**src/rtl/pipeline_catch_fifo_if.sv**
```systemverilog
// pipeline_catch_fifo_if: stream signals between the delay line, the catch FIFO and its consumer
interface pipeline_catch_fifo_if #(
    parameter int DATA_WIDTH = 8
);
    logic [DATA_WIDTH-1:0] data_in;
    logic                  valid_in;
    logic                  last_in;
    logic                  stall_out;
    logic [DATA_WIDTH-1:0] data_out;
    logic                  valid_out;
    logic                  last_out;
    logic                  ready_in;

    modport master (
        output data_in, valid_in, last_in, ready_in,
        input  stall_out, data_out, valid_out, last_out
    );

    modport slave (
        input  data_in, valid_in, last_in, ready_in,
        output stall_out, data_out, valid_out, last_out
    );
endinterface

```
**src/rtl/pipeline_catch_fifo.sv**
```systemverilog
// pipeline_catch_fifo: elastic buffer catching a non-stallable delay line; PIPELINE_CATCH_FIFO_LAST_EN stores end-of-packet flags
module pipeline_catch_fifo #(
    parameter int DATA_WIDTH = 8,
    parameter int DEPTH      = 16,
    parameter int LATENCY    = 4
) (
    input  logic                     clk_in,
    input  logic                     rst_n_in,
    input  logic                     clear_in,
    pipeline_catch_fifo_if.slave     bus,
    output logic [$clog2(DEPTH):0]   count_out,
    output logic                     overflow_out
);
    localparam int AW = $clog2(DEPTH);
`ifdef PIPELINE_CATCH_FIFO_LAST_EN
    localparam int EW = DATA_WIDTH + 1;
`else
    localparam int EW = DATA_WIDTH;
`endif
    localparam logic [AW:0]   FULL     = (AW+1)'(DEPTH);
    localparam logic [AW:0]   STALL_AT = (AW+1)'(DEPTH - LATENCY);
    localparam logic [AW:0]   CNT_ONE  = (AW+1)'(1);
    localparam logic [AW-1:0] PTR_ONE  = AW'(1);

    logic [EW-1:0] mem_q [DEPTH];
    logic [AW-1:0] wr_ptr_q, wr_ptr_d, rd_ptr_q, rd_ptr_d;
    logic [AW:0]   count_q, count_d;
    logic          overflow_q, overflow_d;
    logic          valid, push, pop;
    logic [EW-1:0] wr_entry, head;

    assign valid = count_q != '0;
    assign pop   = valid & bus.ready_in;
    // a full buffer still accepts a word when the head leaves in the same cycle
    assign push  = bus.valid_in & ((count_q < FULL) | pop);
    assign head  = mem_q[rd_ptr_q];
`ifdef PIPELINE_CATCH_FIFO_LAST_EN
    assign wr_entry     = {bus.last_in, bus.data_in};
    assign bus.last_out = valid & head[DATA_WIDTH];
`else
    assign wr_entry     = bus.data_in;
    assign bus.last_out = 1'b0;
`endif
    assign bus.valid_out = valid;
    assign bus.data_out  = valid ? head[DATA_WIDTH-1:0] : '0;
    // threshold on the registered count only, so upstream sees no combinational loop
    assign bus.stall_out = count_q >= STALL_AT;
    assign count_out     = count_q;
    assign overflow_out  = overflow_q;

    // next-state: clear discards the cycle's push/pop, otherwise advance pointers and count
    always_comb begin
        wr_ptr_d   = clear_in ? '0 : (push ? wr_ptr_q + PTR_ONE : wr_ptr_q);
        rd_ptr_d   = clear_in ? '0 : (pop ? rd_ptr_q + PTR_ONE : rd_ptr_q);
        count_d    = clear_in ? '0 : count_q + (push ? CNT_ONE : '0) - (pop ? CNT_ONE : '0);
        overflow_d = clear_in ? 1'b0 : overflow_q | (bus.valid_in & ~push);
    end

    // control state register with asynchronous reset
    always_ff @(posedge clk_in or negedge rst_n_in) begin
        if (!rst_n_in) begin
            wr_ptr_q   <= '0;
            rd_ptr_q   <= '0;
            count_q    <= '0;
            overflow_q <= 1'b0;
        end else begin
            wr_ptr_q   <= wr_ptr_d;
            rd_ptr_q   <= rd_ptr_d;
            count_q    <= count_d;
            overflow_q <= overflow_d;
        end
    end

    // storage write; contents need no reset since count gates every read
    always_ff @(posedge clk_in) begin
        if (push && !clear_in) mem_q[wr_ptr_q] <= wr_entry;
    end
endmodule

```
**src/flat_wrapper.sv**
```systemverilog
// flat-port wrapper written by rule: the top's interface ports become plain ports
module pipeline_catch_fifo_flat 
#(
    parameter int DATA_WIDTH = 8,
    parameter int DEPTH      = 16,
    parameter int LATENCY    = 4
)
  (clk_in, rst_n_in, clear_in, count_out, overflow_out, bus_data_in, bus_valid_in, bus_last_in, bus_ready_in, bus_stall_out, bus_data_out, bus_valid_out, bus_last_out);
  pipeline_catch_fifo_if #(.DATA_WIDTH(DATA_WIDTH)) bus_i ();
  input  logic clk_in;
  input  logic rst_n_in;
  input  logic clear_in;
  output logic [$clog2(DEPTH):0] count_out;
  output logic overflow_out;
  input wire logic [$bits(bus_i.data_in)-1:0] bus_data_in;
  input wire logic [$bits(bus_i.valid_in)-1:0] bus_valid_in;
  input wire logic [$bits(bus_i.last_in)-1:0] bus_last_in;
  input wire logic [$bits(bus_i.ready_in)-1:0] bus_ready_in;
  output wire logic [$bits(bus_i.stall_out)-1:0] bus_stall_out;
  output wire logic [$bits(bus_i.data_out)-1:0] bus_data_out;
  output wire logic [$bits(bus_i.valid_out)-1:0] bus_valid_out;
  output wire logic [$bits(bus_i.last_out)-1:0] bus_last_out;
  assign bus_i.data_in = bus_data_in;
  assign bus_i.valid_in = bus_valid_in;
  assign bus_i.last_in = bus_last_in;
  assign bus_i.ready_in = bus_ready_in;
  assign bus_stall_out = bus_i.stall_out;
  assign bus_data_out = bus_i.data_out;
  assign bus_valid_out = bus_i.valid_out;
  assign bus_last_out = bus_i.last_out;
  pipeline_catch_fifo #(.DATA_WIDTH(DATA_WIDTH), .DEPTH(DEPTH), .LATENCY(LATENCY)) u_core (.clk_in(clk_in), .rst_n_in(rst_n_in), .clear_in(clear_in), .bus(bus_i), .count_out(count_out), .overflow_out(overflow_out));
endmodule
```
**config.mk**
```make
export PLATFORM = sky130hd
export DESIGN_NAME = pipeline_catch_fifo_flat
export DESIGN_NICKNAME = d
export VERILOG_FILES = /design/src/rtl/pipeline_catch_fifo_if.sv /design/src/rtl/pipeline_catch_fifo.sv /design/src/flat_wrapper.sv
export SDC_FILE = /design/constraint.sdc
export NUM_CORES = 1
export LEC_CHECK = 0
export ABC_AREA = 1
export CORE_MARGIN = 2
export CORE_UTILIZATION = 37
export DETAILED_ROUTE_END_ITERATION = 7
export HOLD_SLACK_MARGIN = 0.02
export PLACE_DENSITY = 0.57
export SYNTH_ARGS = -nofsm -noshare
export SYNTH_HDL_FRONTEND = slang
export SYNTH_SLANG_ARGS = --single-unit
```
**constraint.sdc**
```tcl
create_clock -name clk_in -period 3.8 [get_ports clk_in]
set_input_delay 0.57 -clock clk_in [delete_from_list [all_inputs] [get_ports clk_in]]
set_output_delay 0.57 -clock clk_in [all_outputs]
set_load 0.05 [all_outputs]
```
==> flow_summary.toml, run 1 <==
[run_status]
status = "finished, final reports clean"

[final_layout]
regArea_um2 = 4200
multi_input_area_um2 = 1700
diodes = 0
utilization_pct = 44.0
drive_above_1_share_pct = 9.00
area_growth_syn_to_layout_pct = 17.1
fin_area_um2 = 7210
nFillCells = 1520
nets = 638

[critical_path]
path_max_fanout = 35
start_kind = "flop"
path_cells = "inv_2 -> buf_12 -> nand2_1 -> nand2_1 -> nand2_1 -> nand2_1 -> nor2_1 -> nand2_1 -> nand2_1 -> nor2_1 -> buf_4"
crit_type = "reg -> out"
critPathRequiredTime_ns = 3.23
cp_slowest_stage_delay_ns = 0.47
cpMostUsedCell = "nand2_1"
crit_family = "buffers and inverters"
end_kind = "output pin"
slowest_stage = "inv_2"
crit_arrival_ns = 2.48
reg2reg_from = "u_core.count_out[2]"
worst-path-buf-inv = 3
critPathLaunch = "u_core.rd_ptr_q[0]"

[drt]
dr.pass1.iters = 4
drt_iter0_markers = 311
drt_wl_total_mm = 14.1
drc_errors = 0
vias = 4088
ant_nets = 0
wire_per_inst_um = 16.7
viasPerCell = 4.86

[logic_synthesis]
netlist_top_cells_area = "edfxtp_1, nand2_1, dfrtp_1"
synth_common_cells = "nand2_1, edfxtp_1, nand3_1, nor2_1, a21oi_1"
async_flop_share_pct = 9.86
seq_area_frac_synth_pct = 68.1
yosys_warnings = 0
yosys.cell_types.count = 28
synth_seq_cells = 142
synth_edf_count = 128
syn_nets = 598
synth_top_area_share_pct = 62.4
ys.flop_type = "edfxtp_1"
netlist_instances = 570
postSynthAreaPerCell_um2 = 10.8
yosys.area.top_type = "edfxtp_1"
synth_area_um2 = 6160
yosysMostFrequentCell = "nand2_1"

[clocking]
cts_buffers = 17
clock_latency_ns = 0.42
cts_resized = 0
postCtsSetupBuffers = 0
cts_tree = "built"
clk_pin_slew_ns = 0.05
cts.path.max_buffers = 2
cts_sinks = 142
cts_hold_buf = 0
htreeDepth = 4
cts_root_buffer = "clkbuf_16"

[sta]
hold_viol = 0
finalWorstSetupSlack_ns = 0.753
grt_setup_unrepaired = "no"
relSlewSlack_pct = 43.9
setup_viol = 0
fmax_mhz = 328
final.setup_skew_ns = 0.00950
fin_crit_sh_pct = 80.2
tightestPinTransition_ns = 0.838
finalMaxSlewViolations = 0
setup_tns_ns = 0
fin_crit_ns = 3.05
hold_slack_ns = 0.497

[floorplanning]
die_y_um = 133
design.core.area_um2 = 16400
rows = 47
ios = 31
initial_core_util_pct = 37.5
fp.dieArea_um2 = 17700
die_x_um = 133

[global_route]
grt_max_degree = 67
grt_pass1_vias = 4101
grt_usage_pct = 16.7
antenna_found_initial = 0
grt_pass1_wl_mm = 21.9
overflow = 0

[placed_design]
place_congestion = 0.792
dp_hpwl_mm = 8.71
post-place-ws_ns = 0.857
io_buffers = 28
placed_cell_area_um2 = 6680

[power_and_ir_drop]
pwr_density_cell_nw_per_um2 = 654
leakagePower_nw = 2.85
vdd_drop_max_uv = 504

[min_path]
hp-class = "reg -> reg"
worst_hold_startpoint = "u_core.overflow_out"

[job]
cap_viol_max_count = 0
area by class of cell:
class,count,share of cell area [%]
sequential,142,58.2
tap,220,3.82
timing repair buffer,44,5.45
multi-input combinational,376,23.6
clock buffer,20,6.05
clock inverter,11,1.39
inverter,29,1.51
layer usage:
| layer | track usage, % | share of wire (%) |
|---|---|---|
| met5 | 0 | 0 |
| met4 | 6.15 | 1.9 |
| met3 | 4.02 | 5.0 |
| met2 | 27.7 | 49 |
| met1 | 21.2 | 44 |
worst register-to-register path: cells and delay by family (launching register included):
family | cells | cell delay, ns
flops | 1 | 0.43
compound gates | 2 | 0.31
buf+inv | 5 | 0.40
fa+ha+maj | 4 | 1.00
simple gates | 5 | 0.55
per-stage QoR:
step           power [mW]  cells
2_1_floorplan        2.81    570
3_5_place_dp         3.22    811
5_1_grt              4.94    842
6_report             4.72    842
3_3_place_gp         3.20    811
4_1_cts              4.75    842
final timing paths:
kind	cells after the start	end	slack (ns)
min reg2reg	1	u_core.overflow_out	0.50
min	1	u_core.overflow_out	0.50
max in group asynchronous	1	u_core.rd_ptr_q[0]	2.75
max reg2reg	16	u_core.count_out[4]	1.00
max	11	bus_data_out[6]	0.75
min in group asynchronous	1	u_core.overflow_out	0.56
flip-flops by register name, indices dropped and copies added (netlist names):
name and flops:
u_core.count_out 5, u_core.mem_q 128, u_core.rd_ptr_q 4, u_core.wr_ptr_q 4, u_core.overflow_out 1
layout by cell type, fill, tap and decap left out, types with 3 or more instances in the layout:
cell	synthesis	routed
nand2_1	214	214
edfxtp_1	128	128
nand3_1	46	46
nor2_1	41	41
a21oi_1	29	29
inv_1	24	24
buf_4	11	23
clkdlybuf4s50_1	0	20
clkbuf_16	0	17
nor3_1	13	13
ha_1	13	13
dfrtp_1	14	13
o21ai_0	7	7
clkinv_1	2	6
clkinv_2	0	5
inv_2	3	3
clkbuf_1	1	3
cell families after synthesis:
| kind of cell | count (synthesis) | share of synthesized area [%] |
|---|---|---|
| simple gates | 320 | 21.1 |
| flops | 142 | 68.1 |
| buf+inv | 52 | 4.25 |
| compound gates | 41 | 3.51 |
| fa+ha+maj | 14 | 2.97 |
| other cells | 1 | 0.0609 |
where the power goes:
group          internal (mW)  total, mW  switching [mW]
logic                  0.404       1.39           0.985
registers               1.75       1.80          0.0442
clock network          0.944       1.53           0.586
total                   3.10       4.72            1.62
No activity file was read; power rests on OpenSTA's default activity.
==> run 2: changes to the inputs <==
- clock period: 3.8 -> 2.96 ns (I/O delays scaled with it)
==> flow_summary.toml, run 2 (synthesis results as in run 1) <==
[sta]
fin_crit_sh_pct = 90.1
setup_tns_ns = 0
fin_crit_ns = 2.67
finalMaxSlewViolations = 0
hold_viol = 0
relSlewSlack_pct = 48.0
grt_setup_unrepaired = "no"
setup_viol = 0
fmax_mhz = 375
tightestPinTransition_ns = 0.777
final.setup_skew_ns = 0.00607

[clocking]
cts_buffers = 17
cts.path.max_buffers = 2
clock_latency_ns = 0.42
htreeDepth = 4
cts_tree = "built"
cts_root_buffer = "clkbuf_16"
clk_pin_slew_ns = 0.06
cts_sinks = 142

[final_layout]
largest_reg_flops = 128
regMostFlops = "u_core.mem_q"
final_common_cell = "nand2_1"
area_growth_syn_to_layout_pct = 19.8
nFillCells = 1531
drive_above_1_share_pct = 10.7
nets = 645
diodes = 0
finalNonFillerCells = 848
layout_common_cells = "nand2_1, edfxtp_1, nand3_1"

[floorplanning]
initial_core_util_pct = 37.5
fp.dieArea_um2 = 17700
ios = 31
die_x_um = 133
design.core.area_um2 = 16400
die_y_um = 133
rows = 47

[global_route]
antenna_found_initial = 0
grt_use_met1_pct = 22.5
grt_pass1_wl_mm = 22.8
busiest_layer = "met2"
grt_usage_pct = 17.3
grt_pass1_vias = 4270
overflow = 0
use_met3_pct = 3.75
grt_max_degree = 60
grtUsageMet2_pct = 28.4

[power_and_ir_drop]
leakagePower_nw = 2.91
pwr_density_cell_nw_per_um2 = 858
vdd_drop_max_uv = 664

[critical_path]
critPathRequiredTime_ns = 2.52
r2r-end = "u_core.count_out[4]"
crit_type = "reg -> out"
reg2reg_from = "u_core.count_out[2]"
r2r_slack_ns = 0.39
start_kind = "flop"
critPathLaunch = "u_core.rd_ptr_q[0]"
ff2ff_path_depth = 16
crit_arrival_ns = 2.22
cp-endpoint = "bus_data_out[3]"
path_max_fanout = 59
end_kind = "output pin"

[placed_design]
dp_hpwl_mm = 9.05
dp_cells = 816
place_congestion = 0.787
io_buffers = 28

[run_status]
status = "finished, final reports clean"

[drt]
vias = 4171
drc_errors = 0
wire_per_inst_um = 16.8
viasPerCell = 4.92
drt_iter0_markers = 358
drt_wl_total_mm = 14.2
dr.pass1.iters = 7
ant_nets = 0

[job]
cap_viol_max_count = 0

[min_path]
hp-class = "in -> async"
run 2: per-layer routing:
metal	wire, um	up-vias	part of all wire [%]
met5	0	-	0
met4	263	0	1.8
met3	639	21	4.5
met2	7020	117	49
met1	6310	2015	44
li1	-	2018	-
run 2: metrics by stage:
step	power (mW)	utilization (%)	worst slack, ns	hold slack, ns	instance area, um^2
finish	6.33	45.0	0.295	0.452	7380
global route	6.64	45.0	0.0916	0.487	7380
CTS	6.34	44.8	0.205	0.457	7360
detailed placement	4.37	41.6	0.130	0.484	6820
global placement	4.33	41.6	0.193	0.482	6820
floorplan	3.62	-	0.0558	0.148	6170
run 2: worst min-delay path by stage:
| stage | from | endpoint | slack, ns | cells past startpoint |
|---|---|---|---|---|
| after floorplan | rst_n_in | u_core.count_out[0] | 0.15 | 0 |
| after global placement | u_core.overflow_out | u_core.overflow_out | 0.48 | 1 |
| after detailed placement | u_core.overflow_out | u_core.overflow_out | 0.48 | 1 |
| after CTS | rst_n_in | u_core.count_out[4] | 0.46 | 1 |
| after global routing | rst_n_in | u_core.count_out[4] | 0.49 | 1 |
| final | rst_n_in | u_core.count_out[4] | 0.45 | 1 |
run 2: worst max-delay path, stage by stage (launching register included):
cell	delay (ns)
dfrtp_2	0.42
inv_2	0.17
buf_12	0.29
nand2_1	0.09
nand3_1	0.11
nand3_1	0.13
nand2_1	0.10
nand2_1	0.09
nor2_1	0.20
buf_12	0.17
run 2: what timing repair did:
action / 4_1_cts / 5_1_grt
gates resized for setup: 0 / 4
hold buffers: 0 / 0
setup buffers: 0 / 2
setup endpoints to repair: 0 / 1
run 2: final cells by class:
class / instances / area [um^2] / share of cell area (%)
clock inverter: 10 / 98.8 / 1.34
clock buffer: 20 / 437 / 5.92
timing repair buffer: 51 / 546 / 7.39
inverter: 29 / 109 / 1.47
sequential: 142 / 4200 / 56.9
tap: 220 / 275 / 3.73
multi-input combinational: 376 / 1720 / 23.3
run 2: power breakdown:
group          internal (mW)  leakage (nW)  switching, mW
clock                   1.21         0.262          0.752
combinational          0.732          1.31           1.33
sequential              2.25          1.34         0.0558
total                   4.20          2.91           2.14
==> run 3: changes to the inputs <==
- CORE_UTILIZATION: 37 -> 35
- PLACE_DENSITY: 0.57 -> 0.55
==> flow_summary.toml, run 3 (synthesis results as in run 1) <==
[clocking]
htreeDepth = 4
cts_buffers = 17
clock_latency_ns = 0.42
cts_sinks = 142
cts.path.max_buffers = 2
cts_root_buffer = "clkbuf_16"
cts_hold_buf = 0
clk_pin_slew_ns = 0.06
cts_tree = "built"

[sta]
hold_viol = 0
setup_tns_ns = 0
fmax_mhz = 361
fin_crit_sh_pct = 93.6
hold_slack_ns = 0.431
fin_crit_ns = 2.77
tightestPinTransition_ns = 0.766
relSlewSlack_pct = 48.8
final.setup_skew_ns = 0.00578
finalMaxSlewViolations = 0
grt_setup_unrepaired = "no"
setup_viol = 0

[drt]
wire_per_inst_um = 16.9
drc_errors = 0
drt_iter0_markers = 290
viasPerCell = 4.72
vias = 4048
dr.pass1.iters = 4
drt_wl_total_mm = 14.5
ant_nets = 0

[floorplanning]
fp.dieArea_um2 = 18700
initial_core_util_pct = 35.7
rows = 48
ios = 31
die_x_um = 137
design.core.area_um2 = 17200
die_y_um = 137

[final_layout]
largest_reg_flops = 128
regMostFlops = "u_core.mem_q"
multi_input_area_um2 = 1710
nets = 647
final_common_cell = "nand2_1"
regArea_um2 = 4200
layout_common_cells = "nand2_1, edfxtp_1, nand3_1"
area_growth_syn_to_layout_pct = 21.6
diodes = 0
fin_area_um2 = 7490
nFillCells = 1584
drive_above_1_share_pct = 10.9

[critical_path]
reg2reg_from = "u_core.count_out[2]"
crit_family = "flip-flops"
end_kind = "output pin"
r2r-end = "u_core.count_out[4]"
cp_slowest_stage_delay_ns = 0.56
crit_arrival_ns = 2.33
path_cells = "buf_4 -> nand2_1 -> nand3_1 -> nand2_1 -> a21oi_1 -> nor2_1 -> nor2_1 -> buf_12"
path_max_fanout = 28
slowest_stage = "dfrtp_2"
crit_type = "reg -> out"
start_kind = "flop"
r2r_slack_ns = 0.40
critPathRequiredTime_ns = 2.52
worst-path-buf-inv = 2
ff2ff_path_depth = 16

[global_route]
antenna_found_initial = 0
grt_usage_pct = 16.5
grt_pass1_vias = 4012
grt_max_degree = 49
grt_pass1_wl_mm = 22.5
overflow = 0

[placed_design]
dp_hpwl_mm = 9.12
place_congestion = 0.768
placed_cell_area_um2 = 6840
io_buffers = 28

[min_path]
hp-class = "in -> async"

[power_and_ir_drop]
pwr_density_cell_nw_per_um2 = 890
vdd_drop_max_uv = 618
leakagePower_nw = 2.96

[job]
cap_viol_max_count = 0

[run_status]
status = "finished, final reports clean"
[run 3: area by class of cell]
type | instances | share of cell area, %
Clock inverter | 12 | 2.57
Tap cell | 225 | 3.76
Timing Repair Buffer | 53 | 7.49
Sequential cell | 142 | 56.0
Multi-Input combinational cell | 376 | 22.9
Clock buffer | 20 | 5.83
Inverter | 29 | 1.45
[run 3: repair_timing]
| action | CTS | global route |
|---|---|---|
| endpoints found under the hold margin | 0 | 0 |
| resized for setup | 0 | 1 |
| setup endpoints to repair | 0 | 1 |
| buffers inserted | 0 | 2 |
[run 3: stage by stage]
| step | utilization, % | power, mW | setup WS [ns] | std cells |
|---|---|---|---|---|
| global placement | 39.7 | 4.39 | 0.265 | 823 |
| detailed placement | 39.7 | 4.41 | 0.230 | 823 |
| CTS | 43.3 | 6.69 | 0.166 | 855 |
| floorplan | - | 3.62 | 0.0558 | 570 |
| global route | 43.4 | 6.95 | 0.0115 | 857 |
| finish | 43.4 | 6.67 | 0.191 | 857 |
[run 3: per-layer routing]
layer	GRT usage, %	wire length (um)	up-vias
li1	-	-	2021
met3	3.26	853	10
met4	6.77	116	0
met5	0	0	-
met1	22.1	6450	1919
met2	26.4	7030	98
[run 3: worst max-delay path by stage]
stage / cells after the start / slack (ns) / from / to
floorplan: 16 / 0.06 / u_core.count_out[2] / u_core.count_out[4]
detailed placement: 14 / 0.23 / bus_ready_in / u_core.count_out[4]
CTS: 8 / 0.17 / u_core.rd_ptr_q[0] / bus_data_out[1]
global placement: 14 / 0.27 / bus_ready_in / u_core.count_out[4]
finish: 8 / 0.19 / u_core.rd_ptr_q[0] / bus_data_out[1]
global route: 8 / 0.01 / u_core.rd_ptr_q[0] / bus_data_out[1]
[run 3: where the power goes]
group | switching, mW | total, mW | internal (mW) | leakage [nW]
Clock | 0.796 | 2.28 | 1.49 | 0.303
Combinational | 1.32 | 2.06 | 0.741 | 1.32
Sequential | 0.0744 | 2.33 | 2.25 | 1.34
